$ cat src/rtl/uart_tx_parity_if.sv
// +-----------------------------------------------------------------------------
// | Module   : uart_tx_parity_if
// | Brief    : Handshake and serial-line bundle for the parity UART transmitter.
// | Revision : 1.0 - initial release
// +-----------------------------------------------------------------------------
`default_nettype none

interface uart_tx_parity_if #(
    parameter int DATA_WIDTH = 8
) ();
    logic                  tx_valid;
    logic [DATA_WIDTH-1:0] tx_data;
    logic                  parity_en;
    logic                  is_even_parity;
    logic                  tx_ready;
    logic                  tx_done;
    logic                  TXD;

    modport master (
        output tx_valid,
        output tx_data,
        output parity_en,
        output is_even_parity,
        input  tx_ready,
        input  tx_done,
        input  TXD
    );

    modport slave (
        input  tx_valid,
        input  tx_data,
        input  parity_en,
        input  is_even_parity,
        output tx_ready,
        output tx_done,
        output TXD
    );
endinterface

`default_nettype wire

$ cat src/rtl/uart_tx_parity.sv
// +-----------------------------------------------------------------------------
// | Module   : uart_tx_parity
// | Brief    : UART transmitter, LSB first, optional even/odd parity, 1-2 stops.
// | Revision : 1.0 - initial release
// +-----------------------------------------------------------------------------
`default_nettype none

module uart_tx_parity #(
    parameter int DATA_WIDTH   = 8,
    parameter int CLKS_PER_BIT = 16,
    parameter int STOP_BITS    = 1
) (
    input wire              HCLK,
    input wire              HRESETn,
    uart_tx_parity_if.slave bus
);

    localparam int c_CNT_W = (CLKS_PER_BIT > 1) ? $clog2(CLKS_PER_BIT) : 1;
    localparam int c_BIT_W = $clog2(DATA_WIDTH + 5);

    localparam logic [c_CNT_W-1:0] c_CLK_LAST  = c_CNT_W'(CLKS_PER_BIT - 1);
    localparam logic [c_BIT_W-1:0] c_DATA_LAST = c_BIT_W'(DATA_WIDTH);
    localparam logic [c_BIT_W-1:0] c_STOP_BASE = c_BIT_W'(DATA_WIDTH + STOP_BITS);

    typedef enum logic [2:0] {
        S_IDLE   = 3'd0,
        S_START  = 3'd1,
        S_DATA   = 3'd2,
        S_PARITY = 3'd3,
        S_STOP   = 3'd4
    } state_t;

    state_t                r_state,      w_state_nxt;
    logic [c_CNT_W-1:0]    r_clk_cnt,    w_clk_cnt_nxt;
    logic [c_BIT_W-1:0]    r_bit_cnt,    w_bit_cnt_nxt;
    logic [DATA_WIDTH-1:0] r_shift,      w_shift_nxt;
    logic                  r_parity_en,  w_parity_en_nxt;
    logic                  r_parity_bit, w_parity_bit_nxt;
    logic                  r_txd,        w_txd_nxt;
    logic                  r_done,       w_done_nxt;
    logic                  w_bit_end;
    logic [c_BIT_W-1:0]    w_last_bit;

    // Index of the final stop bit within the frame (start bit is index 0).
    assign w_last_bit = c_STOP_BASE + {{(c_BIT_W-1){1'b0}}, r_parity_en};
    assign w_bit_end  = (r_clk_cnt == c_CLK_LAST);

    always_comb begin
        w_state_nxt      = r_state;
        w_clk_cnt_nxt    = r_clk_cnt;
        w_bit_cnt_nxt    = r_bit_cnt;
        w_shift_nxt      = r_shift;
        w_parity_en_nxt  = r_parity_en;
        w_parity_bit_nxt = r_parity_bit;
        w_txd_nxt        = r_txd;
        w_done_nxt       = 1'b0;

        if (r_state != S_IDLE) begin
            if (w_bit_end) begin
                w_clk_cnt_nxt = '0;
                w_bit_cnt_nxt = r_bit_cnt + 1'b1;
            end else begin
                w_clk_cnt_nxt = r_clk_cnt + 1'b1;
            end
        end

        case (r_state)
            S_IDLE: begin
                w_txd_nxt     = 1'b1;
                w_clk_cnt_nxt = '0;
                w_bit_cnt_nxt = '0;
                // tx_ready is exactly "state is IDLE", so valid alone accepts here.
                if (bus.tx_valid) begin
                    w_state_nxt      = S_START;
                    w_txd_nxt        = 1'b0;
                    w_shift_nxt      = bus.tx_data;
                    w_parity_en_nxt  = bus.parity_en;
                    w_parity_bit_nxt = bus.is_even_parity ? (^bus.tx_data) : (~^bus.tx_data);
                end
            end
            S_START: begin
                if (w_bit_end) begin
                    w_state_nxt = S_DATA;
                    w_txd_nxt   = r_shift[0];
                    w_shift_nxt = r_shift >> 1;
                end
            end
            S_DATA: begin
                if (w_bit_end) begin
                    if (r_bit_cnt == c_DATA_LAST) begin
                        if (r_parity_en) begin
                            w_state_nxt = S_PARITY;
                            w_txd_nxt   = r_parity_bit;
                        end else begin
                            w_state_nxt = S_STOP;
                            w_txd_nxt   = 1'b1;
                        end
                    end else begin
                        w_txd_nxt   = r_shift[0];
                        w_shift_nxt = r_shift >> 1;
                    end
                end
            end
            S_PARITY: begin
                if (w_bit_end) begin
                    w_state_nxt = S_STOP;
                    w_txd_nxt   = 1'b1;
                end
            end
            S_STOP: begin
                w_txd_nxt = 1'b1;
                if (w_bit_end && (r_bit_cnt == w_last_bit)) begin
                    w_state_nxt   = S_IDLE;
                    w_bit_cnt_nxt = '0;
                    w_done_nxt    = 1'b1;
                end
            end
            default: begin
                w_state_nxt   = S_IDLE;
                w_txd_nxt     = 1'b1;
                w_clk_cnt_nxt = '0;
                w_bit_cnt_nxt = '0;
            end
        endcase
    end

    always_ff @(posedge HCLK or negedge HRESETn) begin
        if (!HRESETn) begin
            r_state      <= S_IDLE;
            r_clk_cnt    <= '0;
            r_bit_cnt    <= '0;
            r_shift      <= '0;
            r_parity_en  <= 1'b0;
            r_parity_bit <= 1'b0;
            r_txd        <= 1'b1;
            r_done       <= 1'b0;
        end else begin
            r_state      <= w_state_nxt;
            r_clk_cnt    <= w_clk_cnt_nxt;
            r_bit_cnt    <= w_bit_cnt_nxt;
            r_shift      <= w_shift_nxt;
            r_parity_en  <= w_parity_en_nxt;
            r_parity_bit <= w_parity_bit_nxt;
            r_txd        <= w_txd_nxt;
            r_done       <= w_done_nxt;
        end
    end

    assign bus.tx_ready = (r_state == S_IDLE);
    assign bus.tx_done  = r_done;
    assign bus.TXD      = r_txd;

endmodule

`default_nettype wire

$ cat src/flat_wrapper.sv
// flat-port wrapper written by rule: the top's interface ports become plain ports
module uart_tx_parity_flat 
#(
    parameter int DATA_WIDTH   = 8,
    parameter int CLKS_PER_BIT = 16,
    parameter int STOP_BITS    = 1
)
  (HCLK, HRESETn, bus_tx_valid, bus_tx_data, bus_parity_en, bus_is_even_parity, bus_tx_ready, bus_tx_done, bus_TXD);
  uart_tx_parity_if #(.DATA_WIDTH(DATA_WIDTH)) bus_i ();
  input wire HCLK;
  input wire HRESETn;
  input wire logic [$bits(bus_i.tx_valid)-1:0] bus_tx_valid;
  input wire logic [$bits(bus_i.tx_data)-1:0] bus_tx_data;
  input wire logic [$bits(bus_i.parity_en)-1:0] bus_parity_en;
  input wire logic [$bits(bus_i.is_even_parity)-1:0] bus_is_even_parity;
  output wire logic [$bits(bus_i.tx_ready)-1:0] bus_tx_ready;
  output wire logic [$bits(bus_i.tx_done)-1:0] bus_tx_done;
  output wire logic [$bits(bus_i.TXD)-1:0] bus_TXD;
  assign bus_i.tx_valid = bus_tx_valid;
  assign bus_i.tx_data = bus_tx_data;
  assign bus_i.parity_en = bus_parity_en;
  assign bus_i.is_even_parity = bus_is_even_parity;
  assign bus_tx_ready = bus_i.tx_ready;
  assign bus_tx_done = bus_i.tx_done;
  assign bus_TXD = bus_i.TXD;
  uart_tx_parity #(.DATA_WIDTH(DATA_WIDTH), .CLKS_PER_BIT(CLKS_PER_BIT), .STOP_BITS(STOP_BITS)) u_core (.HCLK(HCLK), .HRESETn(HRESETn), .bus(bus_i));
endmodule
$ cat config.mk
export PLATFORM = sky130hd
export DESIGN_NAME = uart_tx_parity_flat
export DESIGN_NICKNAME = d
export VERILOG_FILES = /design/src/rtl/uart_tx_parity_if.sv /design/src/rtl/uart_tx_parity.sv /design/src/flat_wrapper.sv
export SDC_FILE = /design/constraint.sdc
export NUM_CORES = 1
export LEC_CHECK = 0
export ABC_CLOCK_PERIOD_IN_PS = 3500
export BUFFER_PORTS_ARGS = -buffer_cell sky130_fd_sc_hd__buf_2
export CAP_MARGIN = 20
export CORE_MARGIN = 8
export CORE_UTILIZATION = 43
export CTS_CLUSTER_SIZE = 10
export DETAILED_ROUTE_END_ITERATION = 16
export PLACE_DENSITY_LB_ADDON = 0.2
export RECOVER_POWER = 25
export SYNTH_ARGS = -nofsm -noshare
export SYNTH_HDL_FRONTEND = slang
export SYNTH_SLANG_ARGS = --single-unit
$ cat constraint.sdc
create_clock -name HCLK -period 3.5 [get_ports HCLK]
set_input_delay 0.35 -clock HCLK [delete_from_list [all_inputs] [get_ports HCLK]]
set_output_delay 0.35 -clock HCLK [all_outputs]
set_load 0.01 [all_outputs]
==> results of run 1 <==
==> routing by layer <==
metal | up-vias | share of wire | wire length [um] | track usage
li1 | 456 | - | - | -
met1 | 432 | 0.46 | 1115 | 0.1298
met2 | 12 | 0.49 | 1194 | 0.1751
met3 | 4 | 0.031 | 76 | 0.01977
met4 | 0 | 0.013 | 32 | 0.05774
met5 | - | 0 | 0 | 0
==> metrics by stage <==
step | hold slack (ps) | instances | setup slack [ps]
3_3_place_gp | 354.7 | 165 | 1365
2_1_floorplan | 54.41 | 120 | 1508
6_report | 256.6 | 170 | 1310
5_1_grt | 253.5 | 170 | 1208
4_1_cts | 250.6 | 170 | 1310
3_5_place_dp | 363.6 | 165 | 1319
==> cells by family after synthesis <==
family	synth area share
simple gates	0.1451
compound gates	0.1210
flops	0.4428
mux	0.1470
xor+xnor	0.08454
buf+inv	0.03074
fa+ha+maj	0.02882
==> where the power goes <==
group          internal [W]  total, W  switching [W]
registers          0.000352  0.000415      0.0000628
logic              0.000187  0.000343       0.000156
clock network     0.0000428  0.000127      0.0000842
total              0.000581  0.000885       0.000303
==> worst max-delay path: cells and delay by family, from the launching register on <==
kind | cells | cell delay (ps)
buffers and inverters | 1 | 90
adder cells (fa/ha/maj) | 1 | 190
AND/OR/NAND/NOR | 2 | 620
flip-flops | 1 | 450
AO/OA/AOI/OAI | 1 | 360
multiplexers | 1 | 380
==> sequential cells by signal, indices dropped and copies added, names as in the netlist <==
signal               cells
u_core.r_shift           8
u_core.r_parity_en       1
u_core.r_state           3
u_core.r_parity_bit      1
u_core.bus.tx_done       1
u_core.r_bit_cnt         4
u_core.bus.TXD           1
u_core.r_clk_cnt         4
==> placed cells by master, fill, tap and decap left out, drive strengths merged, types with 4 or more instances in the layout <==
cell type	n
a21oi	9
buf	14
clkbuf	4
dfrtp	22
inv	7
mux2	17
nand2	6
nor2	7
nor3	5
o21ai	6
xnor2	9
==> Yosys cell counts, types with 2 or more instances <==
cell and number:
o21ai_0 6, inv_1 7, nor2b_1 2, mux2_2 17, nor2_1 7, ha_1 3
buf_2 2, and3b_1 2, nand2_1 6, nand2b_1 2, a21oi_1 9, dfrtp_1 22
nor3b_1 2, nor3_1 5, xnor2_1 9
==> layout make-up <==
class,count,share of cell area
clock inverter,1,0.003472
multi-input combinational,87,0.4757
inverter,7,0.01823
clock buffer,3,0.01563
timing repair buffer,16,0.05816
sequential,23,0.4002
tap,33,0.02865
==> final timing paths <==
check	from	to	slack, ps
worst max-delay path	u_core.r_bit_cnt[0]	u_core.r_shift[0]	1310
worst min-delay path	bus_parity_en	u_core.r_parity_en	260
worst max register to register	u_core.r_bit_cnt[0]	u_core.r_shift[0]	1310
worst min register to register	u_core.r_parity_bit	u_core.r_parity_bit	490
max in group asynchronous	HRESETn	u_core.r_shift[2]	1980
min in group asynchronous	HRESETn	u_core.r_state[1]	790
==> what timing repair did <==
item	in CTS	in global routing
hold endpoints to repair	10	0
hold buffers	1	0
gates resized for setup	0	0
==> out/results.ini, run 1 <==
[clock_network]
htree_levels=1
cts_tree=built
clkLatencyLatePin_ps=320
cts_post_setup_buffers_inserted=0
cts.sinks=23
root_buffer=clkbuf_4
path_clk_slew_ps=140
cts_made_buffers=3
ctsLongestPathBuffers=2

[floorplan]
start_util=0.4374
die_h_um=71.04
core.rowCount=20
core_area_mm2=0.002978
io_pins=16
die_area_mm2=0.005046
die_w_um=71.04

[timing]
fin_skew_ps=7.755
slew_viol_final=0
finalSetupViolations=0
period_share=0.6257
slew_headroom=0.1802
tightest_slew_ps=1230
rsz0062_at_grt=false
setup_tns_ps=0
layout_min_cycle_time_ps=2190
finalHoldViolations=0
max_freq_ghz=0.4566

[layout]
final_nets=154
register_area_um2=576.8
fin_area_mm2=0.001441
multi_input_area_um2=685.7
fill_cells=295
final_core_util=0.4840
drive_above_1_share=0.3066
synthToLayoutAreaGrowth_pct=10.66
antenna_cells=0

[logic_synthesis]
synth_cells=120
synthArstFlopShare=1.000
synthesis.area_mm2=0.001302
ys_ff_latch=23
synthTopCellsByArea=dfrtp_1 42%, mux2_2 15%, xnor2_1 6.1%
ys.flop_type=dfrtp_1
ys_warn_count=0
synth_edf_count=0
synth_top_area_frac=0.4227
synth_area_per_cell_um2=10.85
synth_area_leader_cell=dfrtp_1
ys_seq_area_frac=0.4428
synth_cell_type_count=34
synthesis.nets=136

[flow_run]
maxCapViolations=0

[pwr]
total_power_w=0.0008847
p_leak_nw=0.6240
pwr_density_cell_mw_per_mm2=613.8
max-vdd-ir-drop_uv=257.4

[global_routing]
grt_pass1_wl_um=4353
grt_overflow_total=0
antenna_found_initial=0
first_global_vias=979
track_usage=0.1072
grt_max_degree=24

[outcome]
status=finished, final reports clean

[drt]
postRouteAntennaNets=0
first_pass_iters=4
num_vias=904
vias_per_cell=5.318
avgRoutedWirePerCell_um=14.23
drtIter0Drc=19
wl_um=2419
drcViolationCount=0

[min_path]
hp-class=primary input to flip-flop
hold_depth=2

[placed_design]
placed_area_mm2=0.001405
hpwl_um=1870
port_buffers=15
place_congestion=0.8435

[worst_setup_path]
worst_setup_path_end_kind=flip-flop
reg2reg_depth=6
arrival_ps=2400
required_ps=3710
cp_max_fo=8
crit_type=flip-flop to flip-flop
cp_cell_sequence=inv_1, ha_1, and3b_1, or3_1, a31oi_4, mux2_2
cp_slowest_cell=dfrtp_1
cpPeakStageDelay_ps=450
critPathLaunchType=flip-flop

Power figures use the tool's default switching activity.
==> run 2: changes to the inputs <==
--- a/config.mk
+++ b/config.mk
@@ -5,7 +5,7 @@
 export SDC_FILE = /design/constraint.sdc
 export NUM_CORES = 1
 export LEC_CHECK = 0
-export ABC_CLOCK_PERIOD_IN_PS = 3500
+export ABC_CLOCK_PERIOD_IN_PS = 2100
 export BUFFER_PORTS_ARGS = -buffer_cell sky130_fd_sc_hd__buf_2
 export CAP_MARGIN = 20
 export CORE_MARGIN = 8
==> constraint.sdc (replaced) <==
create_clock -name HCLK -period 2.1 [get_ports HCLK]
set_input_delay 0.21 -clock HCLK [delete_from_list [all_inputs] [get_ports HCLK]]
set_output_delay 0.21 -clock HCLK [all_outputs]
set_load 0.01 [all_outputs]
==> run 2 against run 1 <==
Against the previous run:
- clock power is 60% higher
- die area unchanged
- sequential cell count stayed put
- via count rose by 4.9%
- critical endpoint is now u_core.r_shift[3]
- critical path depth shrank 1
- non-clock buffer count is 7 higher
- design area rose by 3.7%
- critical path type unchanged
- highest routed layer unchanged
- power grew 71%
- largest cell class unchanged
- first-iteration DRC count grew 120%
- fmax increased by 12%
- wire length increased by 2.7%
==> out/results.ini, run 2 (synthesis results as in run 1) <==
[worst_setup_path]
r2r_slack_ps=140  ; was 1310 ps
reg2reg_to=u_core.r_shift[3]  ; was u_core.r_shift[0]
cp_slowest_cell=or3_1  ; was dfrtp_1
critPathLaunchType=flip-flop  ; unchanged
worst_setup_path_end_kind=flip-flop  ; unchanged
crit_type=flip-flop to flip-flop  ; unchanged
arrival_ps=2160  ; was 2400 ps
rr_startpoint=u_core.r_clk_cnt[0]  ; was u_core.r_bit_cnt[0]
reg2reg_depth=5  ; was 6
cp_max_fo=8  ; unchanged
cp_cell_sequence=ha_2, nand3_2, or3_1, a31oi_4, mux2_2  ; was inv_1, ha_1, and3b_1, or3_1, a31oi_4, mux2_2
cpPeakStageDelay_ps=420  ; was 450 ps
required_ps=2300  ; was 3710 ps

[timing]
finalSetupViolations=0  ; unchanged
slew_viol_final=0  ; unchanged
period_share=0.9313  ; was 0.6257
fin_skew_ps=3.351  ; was 7.755 ps
setup_slack_ps=144.2  ; was 1310 ps
max_freq_ghz=0.5113  ; was 0.4566 GHz
rsz0062_at_grt=false  ; unchanged
setup_tns_ps=0  ; unchanged
slew_headroom=0.1629  ; was 0.1802
tightest_slew_ps=1256  ; was 1230 ps
layout_min_cycle_time_ps=1956  ; was 2190 ps
finalHoldViolations=0  ; unchanged

[clock_network]
cts_made_buffers=3  ; unchanged
htree_levels=1  ; unchanged
path_clk_slew_ps=130  ; was 140 ps
cts.sinks=23  ; unchanged
root_buffer=clkbuf_4  ; unchanged
cts_tree=built  ; unchanged
ctsLongestPathBuffers=2  ; unchanged
cts_post_setup_buffers_inserted=0  ; unchanged
clkLatencyLatePin_ps=300  ; was 320 ps

[pwr]
total_power_w=0.001515  ; was 0.0008847 W
p_int_w=0.001010  ; was 0.0005812 W
p_leak_nw=0.6540  ; was 0.6240 nW
max-vdd-ir-drop_uv=440.7  ; was 257.4 uV
p_sw_frac=0.3336  ; was 0.3430
power_frac_seq=0.447  ; was 0.469
p_switching_w=0.0005055  ; was 0.0003035 W
comb_power_share=0.419  ; was 0.388
pwr_density_cell_mw_per_mm2=1013  ; was 613.8 mW/mm^2
clkPwrFrac=0.134  ; was 0.143

[layout]
drive_above_1_share=0.3403  ; was 0.3066
antenna_cells=0  ; unchanged
largestRegisters=u_core.r_shift: 8 flops, u_core.r_bit_cnt: 4 flops, u_core.r_clk_cnt: 4 flops  ; unchanged
largest_reg_flops=8  ; unchanged
layout_commonest_cell=dfrtp_1  ; unchanged
top_register=u_core.r_shift  ; unchanged
mostFrequentLayoutCells=22 x dfrtp_1, 17 x mux2_2, 14 x buf_2  ; unchanged
final_nets=161  ; was 154
synthToLayoutAreaGrowth_pct=14.79  ; was 10.66%

[min_path]
hp-class=primary input to flip-flop  ; unchanged
worstHoldStart=bus_parity_en  ; unchanged
hold_depth=2  ; unchanged
holdPathEnd=u_core.r_parity_en  ; unchanged

[global_routing]
use_met2=0.1740  ; was 0.1751
grt.met3_usage=0.02260  ; was 0.01977
antenna_found_initial=0  ; unchanged
grt_pass1_wl_um=4360  ; was 4353 um
use_met1=0.1281  ; was 0.1298
grt-busiest-layer=met2  ; unchanged
first_global_vias=1028  ; was 979
grt_overflow_total=0  ; unchanged
track_usage=0.1054  ; was 0.1072
grt_max_degree=24  ; unchanged

[placed_design]
pre_cts_ws_ps=54.33  ; was 1319 ps
hpwl_um=1902  ; was 1870 um
port_buffers=15  ; unchanged
place_congestion=0.8530  ; was 0.8435

[flow_run]
maxCapViolations=0  ; unchanged

[floorplan]
die_area_mm2=0.005046  ; unchanged
core.rowCount=20  ; unchanged
die_w_um=71.04  ; unchanged
start_util=0.4374  ; unchanged
io_pins=16  ; unchanged
core_area_mm2=0.002978  ; unchanged
die_h_um=71.04  ; unchanged

[drt]
num_vias=948  ; was 904
vias_per_cell=5.356  ; was 5.318
first_pass_iters=5  ; was 4
avgRoutedWirePerCell_um=14.03  ; was 14.23 um
drcViolationCount=0  ; unchanged
wl_um=2484  ; was 2419 um
postRouteAntennaNets=0  ; unchanged
drtIter0Drc=42  ; was 19

[outcome]
status=finished, final reports clean  ; unchanged

-- run 2: metrics by stage --
step | instance area, um^2 | util | hold slack (ps) | std cells
global route | 1495 | 0.5021 | 117.7 | 177
CTS | 1494 | 0.5017 | 113.5 | 177
global placement | 1458 | 0.4895 | 216.8 | 172
floorplan | 1303 | - | -85.59 | 120
detailed placement | 1458 | 0.4895 | 221.2 | 172
finish | 1495 | 0.5021 | 130.2 | 177
-- run 2: area by class of cell --
cell class | instances | area (um^2)
Timing Repair Buffer | 23 | 136.4
Clock buffer | 4 | 26.28
Fill cell | 281 | 1483
Inverter | 7 | 26.28
Tap cell | 33 | 41.29
Sequential cell | 23 | 576.8
Multi-Input combinational cell | 87 | 688.2
-- run 2: worst max-delay path, delay by kind of cell, from the launching register on --
family	cells	cell delay [ps]
AOI/OAI and AO/OA	1	300
adders and majority gates	1	240
DFF	1	410
muxes	1	380
and+or+nand+nor	2	520
-- run 2: power by group through the flow --
| stage | Clock, W | Combinational, W | Sequential [W] |
|---|---|---|---|
| 2_1_floorplan | 0 | 0.000482 | 0.000660 |
| 3_3_place_gp | 0 | 0.000618 | 0.000683 |
| 3_5_place_dp | 0 | 0.000638 | 0.000687 |
| 4_1_cts | 0.000217 | 0.000642 | 0.000677 |
| 5_1_grt | 0.000226 | 0.000712 | 0.000699 |
| 6_report | 0.000203 | 0.000635 | 0.000677 |
-- run 2: how the worst max path moves through the flow --
stage | from | to | slack [ps] | cells after the start
floorplan | u_core.r_bit_cnt[0] | u_core.r_shift[0] | 110 | 6
global placement | u_core.r_clk_cnt[0] | u_core.r_shift[6] | 100 | 5
detailed placement | u_core.r_clk_cnt[0] | u_core.r_shift[3] | 50 | 5
CTS | u_core.r_clk_cnt[0] | u_core.r_shift[3] | 40 | 5
global route | u_core.r_clk_cnt[0] | u_core.r_shift[6] | 40 | 5
finish | u_core.r_clk_cnt[0] | u_core.r_shift[3] | 140 | 5
-- run 2: layer usage --
metal | wire, um | part of all wire
met5 | 0 | 0
met4 | 15 | 0.0060
met3 | 70 | 0.028
met2 | 1224 | 0.49
met1 | 1173 | 0.47
-- run 2: repair_timing --
| item | CTS | global route |
|---|---|---|
| hold buffers | 1 | 0 |
| endpoints found under the setup margin | 0 | 8 |
| gates resized for setup | 0 | 1 |
| endpoints found under the hold margin | 22 | 0 |
==> run 3: changes to the inputs <==
--- a/config.mk
+++ b/config.mk
@@ -8,12 +8,13 @@
 export ABC_CLOCK_PERIOD_IN_PS = 2100
 export BUFFER_PORTS_ARGS = -buffer_cell sky130_fd_sc_hd__buf_2
 export CAP_MARGIN = 20
-export CORE_MARGIN = 8
+export CORE_MARGIN = 3
 export CORE_UTILIZATION = 43
 export CTS_CLUSTER_SIZE = 10
 export DETAILED_ROUTE_END_ITERATION = 16
 export PLACE_DENSITY_LB_ADDON = 0.2
 export RECOVER_POWER = 25
+export SETUP_SLACK_MARGIN = 0.4
 export SYNTH_ARGS = -nofsm -noshare
 export SYNTH_HDL_FRONTEND = slang
 export SYNTH_SLANG_ARGS = --single-unit
==> run 3 against run 2 <==
Against the previous run:
- sequential power is 5.3% higher
- final cell count is 1.7% higher
- power is 11% higher
- design area is 8.4% higher
- register-to-register slack better by 96 ps
- clock power is 2% higher
- clock skew is 9.1 ps higher
- sequential share of layout area is 2.9 points lower
- utilization is 7.1 points higher
- fmax is 5.2% higher
- global-route usage is 6.0 points higher
- via count is 2.8% higher
- critical path type unchanged
- largest power group is now combinational logic
==> out/results.ini, run 3 (synthesis results as in run 1) <==
[outcome]
status=finished, final reports clean  ; unchanged

[global_routing]
track_usage=0.1649  ; was 0.1054
grt_pass1_wl_um=4464  ; was 4360 um
grt_max_degree=24  ; unchanged
grt_overflow_total=0  ; unchanged
first_global_vias=980  ; was 1028
antenna_found_initial=0  ; unchanged

[layout]
final_nets=166  ; was 161
fin_area_mm2=0.001620  ; was 0.001495 mm^2
top_register=u_core.r_shift  ; unchanged
largest_reg_flops=8  ; unchanged
layout_commonest_cell=dfrtp_1  ; unchanged
synthToLayoutAreaGrowth_pct=24.40  ; was 14.79%
drive_above_1_share=0.4094  ; was 0.3403
largestRegisters=u_core.r_shift: 8 flops, u_core.r_bit_cnt: 4 flops, u_core.r_clk_cnt: 4 flops  ; unchanged
antenna_cells=0  ; unchanged
fill_cells=248  ; was 281
mostFrequentLayoutCells=21 x dfrtp_1, 14 x buf_2, 10 x buf_4  ; was 22 x dfrtp_1, 17 x mux2_2, 14 x buf_2

[timing]
fin_skew_ps=12.48  ; was 3.351 ps
slew_viol_final=0  ; unchanged
setup_tns_ps=0  ; unchanged
slew_headroom=0.1634  ; was 0.1629
period_share=0.8855  ; was 0.9313
max_freq_ghz=0.5378  ; was 0.5113 GHz
tightest_slew_ps=1255  ; was 1256 ps
rsz0062_at_grt=true  ; was false
finalSetupViolations=0  ; unchanged
whs_ps=117.6  ; was 130.2 ps
finalHoldViolations=0  ; unchanged
layout_min_cycle_time_ps=1859  ; was 1956 ps

[pwr]
p_sw_frac=0.3367  ; was 0.3336
comb_power_share=0.451  ; was 0.419
p_leak_nw=0.7158  ; was 0.6540 nW
p_switching_w=0.0005646  ; was 0.0005055 W
pwr_density_cell_mw_per_mm2=1035  ; was 1013 mW/mm^2
max-vdd-ir-drop_uv=471.5  ; was 440.7 uV
power_frac_seq=0.425  ; was 0.447
clkPwrFrac=0.124  ; was 0.134
p_int_w=0.001112  ; was 0.001010 W

[floorplan]
die_w_um=61.04  ; was 71.04 um
core_area_mm2=0.002829  ; was 0.002978 mm^2
core.rowCount=19  ; was 20
start_util=0.4604  ; was 0.4374
io_pins=16  ; unchanged
die_h_um=61.04  ; was 71.04 um
die_area_mm2=0.003725  ; was 0.005046 mm^2

[drt]
drcViolationCount=0  ; unchanged
first_pass_iters=4  ; was 5
avgRoutedWirePerCell_um=14.72  ; was 14.03 um
postRouteAntennaNets=0  ; unchanged
num_vias=975  ; was 948
drtIter0Drc=23  ; was 42
wl_um=2650  ; was 2484 um
vias_per_cell=5.417  ; was 5.356

[clock_network]
root_buffer=clkbuf_4  ; unchanged
path_clk_slew_ps=130  ; about the same
cts_tree=built  ; unchanged
cts_made_buffers=3  ; unchanged
htree_levels=1  ; unchanged
clkLatencyLatePin_ps=320  ; was 300 ps
cts.sinks=23  ; unchanged
ctsLongestPathBuffers=2  ; unchanged

[placed_design]
hpwl_um=2013  ; was 1902 um
place_congestion=0.7773  ; was 0.8530
placed_area_mm2=0.001501  ; was 0.001458 mm^2
port_buffers=15  ; unchanged

[worst_setup_path]
worst_setup_path_end_kind=flip-flop  ; unchanged
required_ps=2320  ; was 2300 ps
r2r_slack_ps=240  ; was 140 ps
cp_max_fo=8  ; unchanged
crit_type=flip-flop to flip-flop  ; unchanged
arrival_ps=2080  ; was 2160 ps
critPathLaunchType=flip-flop  ; unchanged

[min_path]
hp-class=primary input to flip-flop  ; unchanged

[flow_run]
maxCapViolations=0  ; unchanged

## run 3: what timing repair did
item	in CTS	in global routing
endpoints found under the hold margin	22	0
setup endpoints to repair	14	15
hold buffers	1	0
buffers inserted	5	2
pin swaps	0	3
resized for setup	3	4
## run 3: layout make-up
type	instances	area [um^2]	area share
multi-input combinational	87	760.7	0.4695
inverter	7	26.28	0.01622
timing repair buffer	28	190.2	0.1174
clock buffer	4	26.28	0.01622
tap	31	38.79	0.02394
sequential	23	578.1	0.3568
## run 3: final timing paths
kind	start	to	cells past startpoint
min in group asynchronous	HRESETn	u_core.r_shift[1]	2
max	u_core.r_bit_cnt[1]	u_core.r_shift[3]	7
min	bus_parity_en	u_core.r_parity_en	2
max reg2reg	u_core.r_bit_cnt[1]	u_core.r_shift[3]	7
max in group asynchronous	HRESETn	u_core.r_clk_cnt[0]	2
min reg2reg	u_core.r_parity_bit	u_core.r_parity_bit	2
## run 3: power by group through the flow
stage / logic, W / clock network [W] / registers [W]
2_1_floorplan: 0.000554 / 0 / 0.000665
3_3_place_gp: 0.000689 / 0 / 0.000708
3_5_place_dp: 0.000713 / 0 / 0.000717
4_1_cts: 0.000760 / 0.000216 / 0.000708
5_1_grt: 0.000837 / 0.000237 / 0.000730
6_report: 0.000756 / 0.000207 / 0.000713
## run 3: critical path: stages (launching register included)
cell and delay, ps:
dfrtp_1 390, inv_1 60, ha_2 170, and3b_2 190, or3_4 340, a31oi_4 160
buf_12 150, mux2_4 300
## run 3: per-stage QoR
step	cells	utilization	worst slack, ps	total power [W]
floorplan	120	-	186.1	0.001220
global placement	168	0.5307	192.1	0.001397
detailed placement	168	0.5307	143.4	0.001430
CTS	178	0.5626	256.8	0.001684
global route	180	0.5728	195.6	0.001804
finish	180	0.5728	240.5	0.001677
## run 3: per-layer routing
layer / share of wire / GRT usage
met1: 0.45 / 0.2003
met2: 0.51 / 0.2870
met3: 0.022 / 0.02516
met4: 0.015 / 0.07430
met5: 0 / 0
